`src/rtl/clock_divider_ctrl.sv`:
```
// Programmable CPU clock controller: free-run divider, debounced
// single-step, sticky halt latch and a tick counter.
module clock_divider_ctrl #(
  parameter int DIV_W     = 16,
  parameter int DB_CYCLES = 4,
  parameter int CNT_W     = 16
) (
  input  logic             clk,
  input  logic             rst_n,
  input  logic [DIV_W-1:0] limit,
  input  logic             mode,
  input  logic             step_btn,
  input  logic             halt,
  input  logic             resume,
  output logic             cpu_tick,
  output logic             clk_out,
  output logic             halted,
  output logic [CNT_W-1:0] cycle_cnt
);

  localparam int DBC_W = $clog2(DB_CYCLES + 1);
  localparam logic [DBC_W-1:0] DB_LAST = DBC_W'(DB_CYCLES - 1);

  logic [DIV_W-1:0] cnt_q, cnt_d;
  logic             clk_out_q, clk_out_d;
  logic             tick_q, tick_d;
  logic             halted_q, halted_d;
  logic [CNT_W-1:0] cycle_q, cycle_d;
  logic             mode_q, mode_d;
  logic             sync1_q, sync1_d;
  logic             sync2_q, sync2_d;
  logic             db_q, db_d;
  logic             db_prev_q, db_prev_d;
  logic [DBC_W-1:0] db_cnt_q, db_cnt_d;

  logic             mode_chg;
  logic [DIV_W-1:0] lim_m1;

  always_comb begin
    sync1_d   = step_btn;
    sync2_d   = sync1_q;
    db_d      = db_q;
    db_cnt_d  = '0;
    db_prev_d = db_q;
    if (sync2_q != db_q) begin
      if (db_cnt_q == DB_LAST) begin
        db_d = sync2_q;
      end else begin
        db_cnt_d = db_cnt_q + 1'b1;
      end
    end
  end

  always_comb begin
    halted_d = halted_q;
    if (halt) begin
      halted_d = 1'b1;
    end else if (resume) begin
      halted_d = 1'b0;
    end
  end

  assign mode_chg = (mode != mode_q);
  assign lim_m1   = limit - DIV_W'(1);

  always_comb begin
    cnt_d     = cnt_q;
    clk_out_d = clk_out_q;
    tick_d    = 1'b0;
    mode_d    = mode;
    cycle_d   = cycle_q + CNT_W'(tick_q);
    // halt on this edge also kills a tick that would fire now
    if (halted_q || halt || mode_chg) begin
      cnt_d     = '0;
      clk_out_d = 1'b0;
    end else if (!mode) begin
      if (limit == '0) begin
        cnt_d     = '0;
        clk_out_d = 1'b0;
      end else if (cnt_q >= lim_m1) begin
        cnt_d     = '0;
        clk_out_d = ~clk_out_q;
        tick_d    = ~clk_out_q;
      end else begin
        cnt_d = cnt_q + 1'b1;
      end
    end else begin
      cnt_d = '0;
      if (db_q && !db_prev_q) begin
        clk_out_d = 1'b1;
        tick_d    = 1'b1;
      end else if (!db_q && db_prev_q) begin
        clk_out_d = 1'b0;
      end
    end
  end

  always_ff @(posedge clk or negedge rst_n) begin
    if (!rst_n) begin
      cnt_q     <= '0;
      clk_out_q <= 1'b0;
      tick_q    <= 1'b0;
      halted_q  <= 1'b0;
      cycle_q   <= '0;
      mode_q    <= 1'b0;
      sync1_q   <= 1'b0;
      sync2_q   <= 1'b0;
      db_q      <= 1'b0;
      db_prev_q <= 1'b0;
      db_cnt_q  <= '0;
    end else begin
      cnt_q     <= cnt_d;
      clk_out_q <= clk_out_d;
      tick_q    <= tick_d;
      halted_q  <= halted_d;
      cycle_q   <= cycle_d;
      mode_q    <= mode_d;
      sync1_q   <= sync1_d;
      sync2_q   <= sync2_d;
      db_q      <= db_d;
      db_prev_q <= db_prev_d;
      db_cnt_q  <= db_cnt_d;
    end
  end

  assign cpu_tick  = tick_q;
  assign clk_out   = clk_out_q;
  assign halted    = halted_q;
  assign cycle_cnt = cycle_q;

endmodule
```
`config.mk`:
```
export PLATFORM = sky130hd
export DESIGN_NAME = clock_divider_ctrl
export DESIGN_NICKNAME = d
export VERILOG_FILES = /design/src/rtl/clock_divider_ctrl.sv
export SDC_FILE = /design/constraint.sdc
export NUM_CORES = 1
export LEC_CHECK = 0
export CAP_MARGIN = 20
export CORE_AREA = 2 2 87 89
export DETAILED_ROUTE_END_ITERATION = 10
export DIE_AREA = 0 0 89 91
export GPL_TIMING_DRIVEN = 0
export HOLD_SLACK_MARGIN = 0.1
export PLACE_DENSITY = 0.6
export SYNTH_ARGS = -nofsm -noshare
export SYNTH_HDL_FRONTEND = slang
export SYNTH_SLANG_ARGS = --single-unit
```
`constraint.sdc`:
```
create_clock -name clk -period 6 [get_ports clk]
set_input_delay 0.9 -clock clk [delete_from_list [all_inputs] [get_ports clk]]
set_output_delay 0.9 -clock clk [all_outputs]
set_load 0.02 [all_outputs]
```
# Word level (Yosys, flattened, before mapping)
# Index checks and enable logic that the tools add are counted.
# W data, S select, Z words.
op_classes:
  add_sub_neg: 4
  n_mul: 0
  n_div: 0
  order_cmp: 1
  eq_ne: 4
  shifts: 0
  mux: 19
  bitwise: 1
  reduce_logical: 11
ops:
  columns: ["cell", "n"]
  rows:
  - ["$mux W16", 4]
  - ["$add A16 B1 Y16", 1]
  - ["$add A16 B1 Y16 const B", 1]
  - ["$ge A16 B16 Y1", 1]
  - ["$logic_not A16 Y1", 1]
  - ["$sub A16 B1 Y16 const B", 1]
  - ["$mux W1", 13]
  - ["$mux W3", 2]
  - ["$ne A4 B1 Y1 const B", 1]
  - ["$reduce_and A2 Y1", 2]
  - ["$reduce_bool A4 Y1", 1]
  - ["$add A3 B1 Y3 const B", 1]
  - ["$eq A3 B2 Y1 const B", 1]
  - ["$logic_and A1 B1 Y1", 2]
  - ["$logic_not A1 Y1", 2]
  - ["$logic_or A1 B1 Y1", 2]
  - ["$ne A1 B1 Y1", 2]
  - ["$reduce_bool A2 Y1", 1]
  - ["$not A1 Y1", 1]
totals:
  register_bits: 43
  latch_bits: 0
  mem_bits_rw: 0
  rom_bits: 0
  in_bits: 22
  output_inout_bits: 19
  wordCells: 51
  mem_count: 0

# Longest topological paths before layout
# Gate-level depths: netlist (run 1).
depth:
  ltp_word: 6
  ltp_mapped: 16
  ltp_nobuf: 14

# Worst setup path before layout (run 1)
# Ideal clock, no wire load.
synth_timing:
  path_type: "input to register"
  from: "input port limit[5]"
  to: "register cnt_q[10]"
  setup_time_ps: 119
  arrival_ps: 3287
  t_required_ps: 5881
  setup_slack_ps: 2594
  cell_stages: 15
  n_path_buf: 2
  path_cell_list: "nor4_4 > nand3_1 > nor3_1 > and2_1 > nand2_1 > xor2_1 > ha_1 > nand4_1 > nor4_1 > o31ai_1 > o211ai_1 > or2_1 > buf_4 > buf_6 > nor2_1"
synth_between:
  elab_chain_cells: 6
  word_cells_on_any_way: 7
  classes_between: "1 x add/sub; 1 x order compare; 4 x mux; 1 x reduce/logical"
synth_lines:
  columns: ["item", "line", "source"]
  rows:
  - ["start, declared", "10", "input logic [DIV_W-1:0] limit,"]
  - ["$sub A16 B1 Y16", "64", "assign lim_m1 = limit - DIV_W'(1);"]
  - ["$ge A16 B16 Y1", "80", "end else if (cnt_q >= lim_m1) begin"]
  - ["$mux W16", "80", null]
  - ["$mux W16 *", "77", "if (limit == '0) begin"]
  - ["$mux W16 *", "76", "end else if (!mode) begin"]
  - ["$mux W16 *", "73", "if (halted_q || halt || mode_chg) begin"]
  - ["named net cnt_d[10]", "24", "logic [DIV_W-1:0] cnt_q, cnt_d;"]
  - ["end signal, assigned", "112", "cnt_q <= cnt_d;"]
  - ["end, declared", "24", null]
# The timed path passes the listed nets; every way through them passes the cells marked *.
# A chain may end at the register's enable or synchronous reset.

# Final worst setup path (run 1)
layout_timing:
  from: "input port limit[3]"
  to: "register cnt_q[14]"
# Same word-level chain as after synthesis.

==> results of run 1 <==
[worst reg2reg max path: stages, from the launching register on]
cell and delay [ps]:
dfrtp_1 420, ha_1 320, nor2b_1 130, o211a_1 210
o31ai_1 300, o211ai_1 230, or2_1 250, buf_4 160
buf_6 140, nor2_1 110
[metal layers]
layer | track usage [%] | wire (um) | share of wire [%]
met1 | 16.6 | 2120 | 47
met2 | 20.9 | 2210 | 49
met3 | 2.27 | 87 | 1.9
met4 | 4.85 | 80 | 1.8
met5 | 0 | 0 | 0
[cells by family (layout without fill, tap and decap cells)]
logic type | count (synthesis) | count (layout) | synth area share (%)
xor+xnor | 43 | 43 | 15.6
simple gates | 101 | 101 | 20.8
fa+ha+maj | 22 | 22 | 11.4
compound gates | 19 | 19 | 5.32
flops | 43 | 43 | 44.4
mux | 1 | 1 | 0.465
buf+inv | 10 | 59 | 2.02
[worst paths after layout]
| path | endpoint | slack, ps | depth (start not counted) |
|---|---|---|---|
| min | sync2_q$_DFF_PN0_ | 360 | 0 |
| max reg2reg | cnt_q[14]$_DFF_PN0_ | 3660 | 9 |
| max in group asynchronous | clk_out$_DFFE_PN0P_ | 5090 | 2 |
| max | cnt_q[14]$_DFF_PN0_ | 1940 | 16 |
| min in group asynchronous | cycle_cnt[8]$_DFF_PN0_ | 450 | 1 |
| min reg2reg | sync2_q$_DFF_PN0_ | 360 | 0 |
[layout make-up]
class	count	area, um^2
flip-flops and latches	43	1080
multi-input cells	186	1300
repair buffers	41	415
plain buffers	2	18.8
fillers	721	4090
clock buffers	6	72.6
well taps	99	124
clock inverters	2	12.5
inverters	8	30.0
[through the flow]
step	instance area (um^2)	hold WS (ps)	util, %	total power, mW	cells
floorplan	2420	331	-	0.388	239
global placement	2950	334	41.3	0.440	378
detailed placement	2960	335	41.5	0.447	379
CTS	3050	354	42.7	0.630	387
global route	3050	392	42.7	0.660	387
finish	3050	355	42.7	0.620	387
[layout by cell type (no fill, tap or decap), drive strengths merged, types with 2 or more instances in the layout]
| cell | count |
|---|---|
| dfrtp | 43 |
| clkdlybuf4s50 | 39 |
| nor2 | 31 |
| xnor2 | 23 |
| ha | 22 |
| xor2 | 20 |
| nand2 | 18 |
| nand3 | 16 |
| nor3 | 10 |
| inv | 8 |
| a21oi | 8 |
| nand4 | 7 |
| clkbuf | 6 |
| and3 | 5 |
| nor2b | 4 |
| buf | 4 |
| o21ai | 3 |
| nor4 | 3 |
| and2 | 2 |
[power by group through the flow]
stage | clock (mW) | combinational (mW) | sequential (mW)
final | 0.181 | 0.112 | 0.326
after global routing | 0.203 | 0.127 | 0.330
after CTS | 0.188 | 0.115 | 0.327
after detailed placement | 0 | 0.115 | 0.332
after global placement | 0 | 0.109 | 0.331
after floorplan | 0 | 0.0472 | 0.341
==> metrics.txt, run 1 <==
Synth area leaders dfrtp_1 (44%), ha_1 (11%), xnor2_1 (8.3%), xor2_1 (7.2%), nor2_1 (4.8%); part of the power in the clock network 29.2%; P_int 0.450 mW; GRT Total Usage 12.8%; layout cell share with drive strength beyond 1 5.21%; Worst EP required 6190 ps; Setup crit start kind input port; DIE WIDTH 89 um; Std-Cell Rows 31; Routed Antenna Nets 0; # resized after CTS 0; crit path DAT 4250 ps; pwr dens 203 mW/mm^2; Reg-to-Reg Start cnt_q[1]$_DFF_PN0_; Yosys reg bits 43; fin worst setup slack 1940 ps; pre-CTS setup slack 1600 ps; CP peak stage delay 490 ps; core area 0.00714 mm^2; CTS max path bufs 2; Crit. End Element register; Slew Limit Headroom 66.3%; H-tree depth 2; critical path's top delay family simple AND/OR/NAND/NOR gates; WL/cell 11.6 um; DR vias/cell 4.63; Clock Skew 13.6 ps; Top Ports 41; final setup fails 0; WS Path Type in2reg; Syn Nets 283; final hold vios 0; ys async rst share 100%; most common cell in the netlist dfrtp_1; crit path launch limit[3]; Post-CTS Hold Fix Bufs 0; clk slew on worst S/H paths 80 ps; DRC Markers 0; largest net degree at the start of global routing 35; post-CTS setup buffer count 0; critical-path maximum fanout 10; Ys Warns 0; Worst VDD drop 94.6 uV; Leakage 1.32 nW; post-synthesis sequential area ratio 44.4%; Yosys top cell by area dfrtp_1; first-pass GRT wire length 8.19 mm; CTS tree done; Area Growth Syn to Fin 25.8%; initial antenna violation count 0; DRT Pass-1 Iters 4; Iteration-0 DRC Markers 62; Hold Path Origin sync1_q$_DFF_PN0_; Net Sw Frac 27.3%; syn_area_per_cell 10.1 um^2; total wire length 4.50 mm; Die ar. 0.00810 mm^2; number of port buffers 40; number of synthesized flops with an enable pin 0; Post-synth top cells dfrtp_1 (43), nor2_1 (31), xnor2_1 (23); fin crit period 4060 ps; RSZ-0062 raised after global routing no; number of global-route vias before repair 1,830; clk_lat worst skew 300 ps; Sw Pwr 0.169 mW; DR vias 1,791; Hold Crit Class reg2reg; global placement routability congestion 0.738; Cells after Synth 239; Vert. Die Dim 91 um; fin crit share 67.6%; Least-Margin Pin Slew 500 ps; CP max-delay cell clkdlybuf4s50_1; synthesized cell area 0.00242 mm^2; main flop type after synthesis dfrtp_1; Worst Path Buf+Inv 3; area share of the largest cell type after synthesis 44.4%; Cell Chain, Critical Path clkdlybuf4s50_1 -> nor4_4 -> nand3_1 -> nor3_1 -> and2_1 -> nand2_1 -> xor2_1 -> ha_1 -> nand4_1 -> nor4_1 -> o31ai_1 -> o211ai_1 -> or2_1 -> buf_4 -> buf_6 -> nor2_1; Netlist cell types 33; clock root buffer clkbuf_8; combinational share of power 18.1%; Slew Viols, Final 0; run status complete, no violations; sequential group share of total power 52.7%; FMAX 246 MHz; setup TNS 0 ps; Max Cap Violations 0; diodes inserted 0; CTS sink count 43; post-DP HPWL 3.60 mm; starting density of the core 33.9%; nets 331; total CTS buffers 5; GRT overflow 0
Note: power is estimated with default switching activity, not from simulation.
==> run 2, diff against run 1 <==
Clock period 6 ns to 4.2 ns, I/O delays scaled along.
==> results of run 2 <==
The final DEF is identical to that of run 1. Status: complete, no violations.
Main changes from that run: setup slack after placement 1600 ps -> 71.5 ps; clock-pin slew on the worst setup and hold paths 80 ps -> 90 ps; setup slack after layout 1940 ps -> 412 ps; hold slack 355 ps -> 177 ps; register-to-register setup slack 3660 ps -> 1860 ps; total power 0.620 mW -> 0.885 mW; worst IR drop on VDD 94.6 uV -> 135 uV
==> run 3, diff against run 2 <==
--- a/config.mk
+++ b/config.mk
@@ -8,5 +8,5 @@
 export CAP_MARGIN = 20
-export CORE_AREA = 2 2 87 89
+export CORE_AREA = 5 5 90 92
 export DETAILED_ROUTE_END_ITERATION = 10
-export DIE_AREA = 0 0 89 91
+export DIE_AREA = 0 0 95 97
 export GPL_TIMING_DRIVEN = 0
==> constraint.sdc (replaced) <==
create_clock -name clk -period 4.2 [get_ports clk]
set_input_delay 0.42 -clock clk [delete_from_list [all_inputs] [get_ports clk]]
set_output_delay 0.42 -clock clk [all_outputs]
set_load 0.02 [all_outputs]
==> metrics.txt, run 3 (synthesis gave the netlist of run 1 again) <==
Seq. cell area 0.00108 mm^2 (unchanged); GRT overflow 0 (unchanged); layout cell share with drive strength beyond 1 5.54% (+0.33 points); WS Path Type in2reg; Worst R2R End cnt_q[11]$_DFF_PN0_; GRT Total Usage 10.6% (-2.2 points); Hold Path Origin sync1_q$_DFF_PN0_; post-DP HPWL 3.71 mm (+3.2%); H-tree depth 2 (unchanged); global placement routability congestion 0.767 (+3.9%); Clock Skew 8.26 ps (-5.35 ps); Crit. End Element register; worst hold stages 0; Std-Cell Rows 31 (unchanged); commonest cells after routing, fill and taps aside dfrtp_1 (43), clkdlybuf4s50_1 (39), nor2_1 (31), xnor2_1 (23), ha_1 (22); DIE WIDTH 95 um (+6.7%); FF-to-FF setup slack 1880 ps; critical-path maximum fanout 10 (unchanged); Top Ports 41 (unchanged); placed cell area 0.00296 mm^2 (unchanged); Worst EP required 4390 ps; fin crit share 85.2%; number of port buffers 40 (unchanged); largest net degree at the start of global routing 41 (+17%); Iteration-0 DRC Markers 61 (-1.6%); clk slew on worst S/H paths 80 ps; Reg-to-Reg Start cnt_q[1]$_DFF_PN0_; final setup fails 0 (unchanged); DRC Markers 0 (unchanged); DR vias 1,799 (+0.45%); Leakage 1.33 nW (+1.0%); CP peak stage delay 490 ps (about the same); Worst Hold Path EP sync2_q$_DFF_PN0_; number of global-route vias before repair 1,768 (-3.4%); Routed Antenna Nets 0 (unchanged); Worst VDD drop 118 uV; Slew Limit Headroom 64.0% (-2.4 points); Max Cap Violations 0 (unchanged); area taken by multi-input logic gates 0.00130 mm^2 (unchanged); DRT Pass-1 Iters 4 (unchanged); Hold Crit Class reg2reg; clock root buffer clkbuf_8; Setup crit start kind input port; setup TNS 0 ps (unchanged); FMAX 279 MHz; core area 0.00714 mm^2 (unchanged); Least-Margin Pin Slew 536 ps (+35.4 ps); Layout fillers 728 (+0.97%); final instance area 0.00307 mm^2 (+0.95%); Vert. Die Dim 97 um (+6.6%); starting density of the core 33.9% (unchanged); WL/cell 11.8 um (+1.2%); crit path DAT 3760 ps; most common cell after layout, fill and taps aside dfrtp_1; CP max-delay cell clkdlybuf4s50_1; CTS max path bufs 2 (unchanged); pwr dens 298 mW/mm^2; initial antenna violation count 0 (unchanged); run status complete, no violations; # resized after CTS 0 (unchanged); RSZ-0062 raised after global routing no; total CTS buffers 5 (unchanged); total wire length 4.57 mm (+1.4%); Cell Chain, Critical Path clkdlybuf4s50_1 -> nor4_4 -> nand3_1 -> nor3_1 -> and2_1 -> nand2_1 -> xor2_1 -> ha_1 -> nand4_1 -> nor4_1 -> o31ai_1 -> o211ai_1 -> or2_1 -> buf_4 -> buf_6 -> nor2_1; diodes inserted 0 (unchanged); CTS sink count 43 (unchanged); nets 332 (+0.30%); first-pass GRT wire length 7.96 mm (-2.9%); final hold vios 0 (unchanged); reg2reg path depth 9 (unchanged); Slew Viols, Final 0 (unchanged); Die ar. 0.00922 mm^2 (+14%); fin crit period 3580 ps; Area Growth Syn to Fin 27.0%; DR vias/cell 4.64 (+0.19%); clk_lat worst skew 290 ps (about the same); CTS tree done
==> run 3: cell count changes in the layout (fill, tap and decap cells not counted), sizes merged <==
cell	change
clkbuf	+1
clkinv	-1
dlygate4sd3	+1
==> run 3: where the power goes <==
group          switching, mW  internal [mW]
sequential            0.0202          0.445
clock                  0.139          0.150
combinational         0.0791         0.0821
total                  0.238          0.677
==> run 3: layout make-up <==
class                   count  area share, %
multi-input cells         186           42.2
clock inverters             1          0.244
well taps                  99           4.03
plain buffers               2          0.611
clock buffers               7           3.13
repair buffers             42           13.8
flip-flops and latches     43           35.0
inverters                   8          0.977
==> run 3: routing by layer <==
| layer | share of wire (%) | global-route usage, % | wire (um) |
|---|---|---|---|
| met3 | 2.7 | 2.25 | 123 |
| met2 | 50 | 18.0 | 2300 |
| met4 | 0.79 | 3.00 | 36 |
| met5 | 0 | 0 | 0 |
| met1 | 46 | 13.3 | 2110 |
==> run 3: timing repair <==
item	CTS	global route
buffers inserted	0	0
endpoints found under the hold margin	3	0
hold buffers	1	0
==> run 3: through the flow <==
step	util [%]	power, mW	hold WS [ps]	instances	worst slack, ps
6_report	43.1	0.915	352	388	622
5_1_grt	43.1	0.968	357	388	342
4_1_cts	43.1	0.931	356	388	603
3_5_place_dp	41.5	0.638	243	379	293
3_3_place_gp	41.3	0.629	334	378	301
2_1_floorplan	-	0.555	124	239	1270
==> run 3: worst max-delay path: cells and delay by family <==
family	cells	cell delay [ps]
buf+inv	3	790
fa+ha+maj	1	290
xor+xnor	1	150
compound gates	2	350
simple gates	9	1760
==> run 3: worst max path at each step <==
stage	start	to	slack [ps]	cells past startpoint
6_report	limit[3]	cnt_q[11]$_DFF_PN0_	620	16
5_1_grt	limit[3]	cnt_q[0]$_DFF_PN0_	340	16
4_1_cts	limit[3]	cnt_q[10]$_DFF_PN0_	600	16
3_5_place_dp	limit[3]	cnt_q[14]$_DFF_PN0_	290	16
3_3_place_gp	limit[3]	cnt_q[7]$_DFF_PN0_	300	16
2_1_floorplan	limit[5]	cnt_q[10]$_DFF_PN0_	1270	15
